`src/rtl/matmul5_seq.sv`:
```
// matmul5_seq: matrix-level sequencer in front of the 8-bit signed MAC.
// Snapshots A and B, then walks C = A x B in row-major order. For each
// element it presents row i of A and column j of B to the MAC, waits for
// mac_done, and stores the result and overflow bit. A per-element watchdog
// aborts the run if the MAC never answers.
module matmul5_seq #(
    parameter int DIM     = 5,
    parameter int W       = 8,
    parameter int TIMEOUT = 16
) (
    input  logic                   clk,
    input  logic                   rst_n,
    input  logic                   start,
    input  logic [DIM*DIM*W-1:0]   mat_a,
    input  logic [DIM*DIM*W-1:0]   mat_b,
    output logic [DIM*W-1:0]       mac_a,
    output logic [DIM*W-1:0]       mac_b,
    output logic                   mac_en,
    input  logic [W-1:0]           mac_result,
    input  logic                   mac_overflow,
    input  logic                   mac_done,
    output logic [DIM*DIM*W-1:0]   mat_c,
    output logic [DIM*DIM-1:0]     ovf_map,
    output logic                   ovf,
    output logic                   err,
    output logic                   busy,
    output logic                   done
);
    localparam int N  = DIM * DIM;
    localparam int IW = $clog2(DIM);
    localparam int EW = $clog2(N);
    localparam int CW = $clog2(TIMEOUT);

    typedef enum logic [1:0] {IDLE, SETUP, WAIT, FINISH} state_t;

    state_t          state, state_nx;
    logic [N*W-1:0]  a_q, b_q;
    logic [IW-1:0]   i, j;
    logic [CW-1:0]   wdog;
    logic [EW-1:0]   elem;
    logic            last;
    logic            expired;

    assign elem    = EW'(i) * EW'(DIM) + EW'(j);
    assign last    = (i == IW'(DIM - 1)) && (j == IW'(DIM - 1));
    assign expired = (wdog == CW'(TIMEOUT - 1));

    // State register
    always_ff @(posedge clk or negedge rst_n) begin
        if (!rst_n) state <= IDLE;
        else        state <= state_nx;
    end

    // Next-state decode; control outputs are pure decode of the state
    always_comb begin
        state_nx = state;
        mac_en   = 1'b0;
        busy     = 1'b1;
        done     = 1'b0;
        case (state)
            IDLE: begin
                busy = 1'b0;
                if (start) state_nx = SETUP;
            end
            SETUP: state_nx = WAIT;
            WAIT: begin
                mac_en = 1'b1;
                if (mac_done)     state_nx = last ? FINISH : SETUP;
                else if (expired) state_nx = FINISH;
            end
            FINISH: begin
                done     = 1'b1;
                state_nx = IDLE;
            end
            default: state_nx = IDLE;
        endcase
    end

    // Operand lanes come straight from the snapshots indexed by registered
    // (i,j); they only change in SETUP, so they are stable through WAIT.
    // Quiet (zero) whenever no element is in flight.
    always_comb begin
        mac_a = '0;
        mac_b = '0;
        if (state == SETUP || state == WAIT) begin
            for (int k = 0; k < DIM; k++) begin
                mac_a[k*W +: W] = a_q[W*(DIM*int'(i) + k) +: W];
                mac_b[k*W +: W] = b_q[W*(DIM*k + int'(j)) +: W];
            end
        end
    end

    // Datapath: snapshot, element walk, watchdog, result capture
    always_ff @(posedge clk or negedge rst_n) begin
        if (!rst_n) begin
            a_q     <= '0;
            b_q     <= '0;
            i       <= '0;
            j       <= '0;
            wdog    <= '0;
            mat_c   <= '0;
            ovf_map <= '0;
            ovf     <= 1'b0;
            err     <= 1'b0;
        end else begin
            case (state)
                IDLE: if (start) begin
                    a_q     <= mat_a;
                    b_q     <= mat_b;
                    i       <= '0;
                    j       <= '0;
                    mat_c   <= '0;
                    ovf_map <= '0;
                    ovf     <= 1'b0;
                    err     <= 1'b0;
                end
                SETUP: wdog <= '0;
                WAIT: begin
                    wdog <= wdog + 1'b1;
                    if (mac_done) begin
                        mat_c[elem*W +: W] <= mac_result;
                        ovf_map[elem]      <= mac_overflow;
                        // ovf tracks |ovf_map as it is built up
                        ovf                <= ovf | mac_overflow;
                        if (!last) begin
                            if (j == IW'(DIM - 1)) begin
                                j <= '0;
                                i <= i + 1'b1;
                            end else begin
                                j <= j + 1'b1;
                            end
                        end
                    end else if (expired) begin
                        err <= 1'b1;
                    end
                end
                default: ;
            endcase
        end
    end

endmodule

```
`config.mk`:
```
export PLATFORM = sky130hd
export DESIGN_NAME = matmul5_seq
export DESIGN_NICKNAME = d
export VERILOG_FILES = /design/src/rtl/matmul5_seq.sv
export SDC_FILE = /design/constraint.sdc
export NUM_CORES = 1
export LEC_CHECK = 0
export CAP_MARGIN = 20
export CORE_AREA = 2 2 278 280
export DETAILED_ROUTE_END_ITERATION = 8
export DIE_AREA = 0 0 280 282
export GPL_ROUTABILITY_DRIVEN = 0
export HOLD_SLACK_MARGIN = 0.02
export PLACE_DENSITY = 0.74
export SETUP_SLACK_MARGIN = 0.3
export SYNTH_ARGS = -nofsm -noshare
export SYNTH_HDL_FRONTEND = slang
export SYNTH_SLANG_ARGS = --single-unit
```
`constraint.sdc`:
```
create_clock -name clk -period 6.3 [get_ports clk]
set_clock_uncertainty 0.05 [all_clocks]
set_input_delay 1.575 -clock clk [delete_from_list [all_inputs] [get_ports clk]]
set_output_delay 1.575 -clock clk [all_outputs]
set_load 0.02 [all_outputs]
```
==> impl_metrics.json <==
{
  "final.setup.tns_ns": 0,
  "nNetsFinal": 3717,
  "cts.root.buffer_cell": "clkbuf_16",
  "crit_slowest_cell": "clkdlybuf4s50_1",
  "ys_seq_elements": 639,
  "pwr-share-comb": 0.550,
  "first_pass_iters": 7,
  "finalSetupViolCount": 0,
  "drc": 0,
  "timing_hold_violations_final": 0,
  "synthFlopType": "dfrtp_1",
  "regToRegSetupSlack_ns": 0.81,
  "drive_gt1_frac": 0.253,
  "min_period_ns": 6.00,
  "clkPwrFrac": 0.173,
  "htreeDepth": 3,
  "met1_length_um": 45000,
  "grt_pass1_vias": 26100,
  "post-route-period-util": 0.952,
  "port_buffers": 722,
  "num_io_pins": 723,
  "syn_to_final_growth_pct": 32.8,
  "crit_arrival_ns": 4.37,
  "routed.top_layer": "met5",
  "clock_latency_ns": 0.62,
  "grt_max_degree": 181,
  "synth_area_sq_mm": 0.0334,
  "start_util": 0.441,
  "start_kind": "flop",
  "crit_path_cell_trace": "clkinv_1 -> ha_1 -> xor2_4 -> nand2_1 -> nor4_1 -> buf_4 -> a21oi_1 -> o21ai_0 -> and3_1 -> clkdlybuf4s50_1",
  "synth_cell_type_count": 81,
  "synth_nets": 3059,
  "internal-power_mw": 14.6,
  "power_switching_mw": 11.0,
  "rsz0062_at_grt": "yes",
  "rows": 101,
  "coreArea_sq_mm": 0.0757,
  "sw_frac_of_total": 0.430,
  "wl_met2_um": 57000,
  "path_max_fanout": 11,
  "instances_no_fill": 4332,
  "grt_pass1_wl_um": 173000,
  "layout_common_cells": "721 x clkdlybuf4s50_1, 635 x dfrtp_1, 413 x mux2_2",
  "leakage_nw": 18.1,
  "via_per_inst": 6.13,
  "die-area_sq_mm": 0.0790,
  "slew_viol_final": 0,
  "totalWireLength_um": 119000,
  "antenna_found_initial": 28,
  "clk_path_buf_depth": 3,
  "finalPower_mw": 25.6,
  "overflow": 0,
  "dr.first_iter.drc_count": 2920,
  "yosysWarnings": 0,
  "peakVddDrop_mv": 0.634,
  "fmax_mhz": 167,
  "avgSynthCellArea_sq_um": 12.7,
  "place_hpwl_um": 88000,
  "p_per_area_mw_per_mm2": 577,
  "hold_path_class": "flop to flop",
  "async_reset_ff_frac": 1.00,
  "place_ws_ns": 0.526,
  "die_w_um": 280,
  "worst-path-buf-inv": 3,
  "path_clk_slew_ns": 0.06,
  "numCtsBuffers": 72,
  "synth_edf_count": 0,
  "cpPeakStageDelay_ns": 0.64,
  "end_kind": "output pin",
  "worstPathRequired_ns": 4.68,
  "netlist_instances": 2620,
  "outcome": "complete, no violations",
  "die_h_um": 282,
  "wl_met3_um": 11000,
  "antenna_left": 0,
  "vias": 26600,
  "seq_area_frac_synth": 0.479,
  "fin_ws_ns": 0.302,
  "cts.sinks": 639,
  "final_common_cell": "clkdlybuf4s50_1",
  "crit_family": "buffers and inverters",
  "slew-limit-headroom": 0.239,
  "worst_slew_pin_slew_ns": 1.14,
  "critical_path_class": "flop to output pin",
  "tritoncts": "done",
  "dp_cells": 4178,
  "wl_per_cell_um": 27.4,
  "grtUsageTotal": 0.294,
  "hold_ws_ns": 0.442,
  "drv_cap": 0,
  "p_seq_frac": 0.276
}
==> through the flow <==
step	util	area, sq um
final	0.585	44300
after CTS	0.583	44100
after floorplan	-	33400
after global routing	0.585	44300
after global placement	0.550	41600
after detailed placement	0.550	41600
==> final cells by class <==
cell class,count,area [sq um]
multi-input combinational,1765,16700
antenna,25,62.6
fill,6127,31400
tap,978,1220
clock buffer,89,1950
sequential,639,16000
timing repair buffer,776,7750
clock inverter,36,546
inverter,24,90.1
==> path summary, 6_finish.rpt <==
| path | start | endpoint | cells after the start |
|---|---|---|---|
| hold / removal | mat_c[96] | mat_c[96] | 1 |
| max in group asynchronous | rst_n | b_q[172] | 2 |
| setup / recovery | i[1] | mac_a[27] | 10 |
| min in group asynchronous | rst_n | mat_c[1] | 1 |
| hold reg to reg | mat_c[96] | mat_c[96] | 1 |
| setup reg to reg | i[0] | mat_c[38] | 15 |
==> timing repair <==
action / 4_1_cts / 5_1_grt
endpoints found under the hold margin: 0 / 0
hold buffers: 0 / 0
resized for setup: 5 / 10
gates cloned: 0 / 1
buffers inserted: 0 / 1
setup endpoints to repair: 16 / 24
==> synth_stat cells (29+ instances only) <==
library cell | n | area [sq um]
a21boi_0 | 32 | 240
dfrtp_1 | 639 | 16000
and3_1 | 29 | 181
mux2_2 | 413 | 4650
clkbuf_1 | 133 | 499
mux4_2 | 194 | 4370
nand2_1 | 293 | 1100
a22o_1 | 53 | 464
nor2_1 | 51 | 191
nand3_1 | 111 | 556
o21ai_0 | 81 | 405
a21oi_1 | 35 | 175
mux2i_1 | 111 | 1110
buf_2 | 38 | 190
==> state kept, by name, indices dropped and copies added, names as in the netlist <==
signal,count
ovf,1
mat_c,200
a_q,200
wdog,4
j,3
b_q,200
i,3
state,2
ovf_map,25
err,1
==> routing by layer <==
layer  vias up  GRT usage
li1      11200          -
met1     13400      0.373
met2      1530      0.474
met3       331     0.0743
met4        10      0.135
met5         -          0
==> cell families after synthesis <==
family,share of synthesized area
AOI/OAI and AO/OA,0.0891
xor gates and xnor gates,0.00619
adders and majority gates,0.00998
buffers and inverters,0.0263
DFF,0.479
muxes,0.304
and+or+nand+nor,0.0855
==> power by group through the flow <==
| stage | clock network, mW | registers [mW] | logic [mW] |
|---|---|---|---|
| 2_1_floorplan | 0 | 6.29 | 9.37 |
| 3_5_place_dp | 0 | 7.05 | 13.6 |
| 4_1_cts | 4.51 | 6.99 | 13.7 |
| 6_report | 4.43 | 7.07 | 14.1 |
| 3_3_place_gp | 0 | 6.99 | 13.5 |
| 5_1_grt | 4.67 | 7.19 | 14.8 |
No activity file was read; power rests on OpenSTA's default activity.
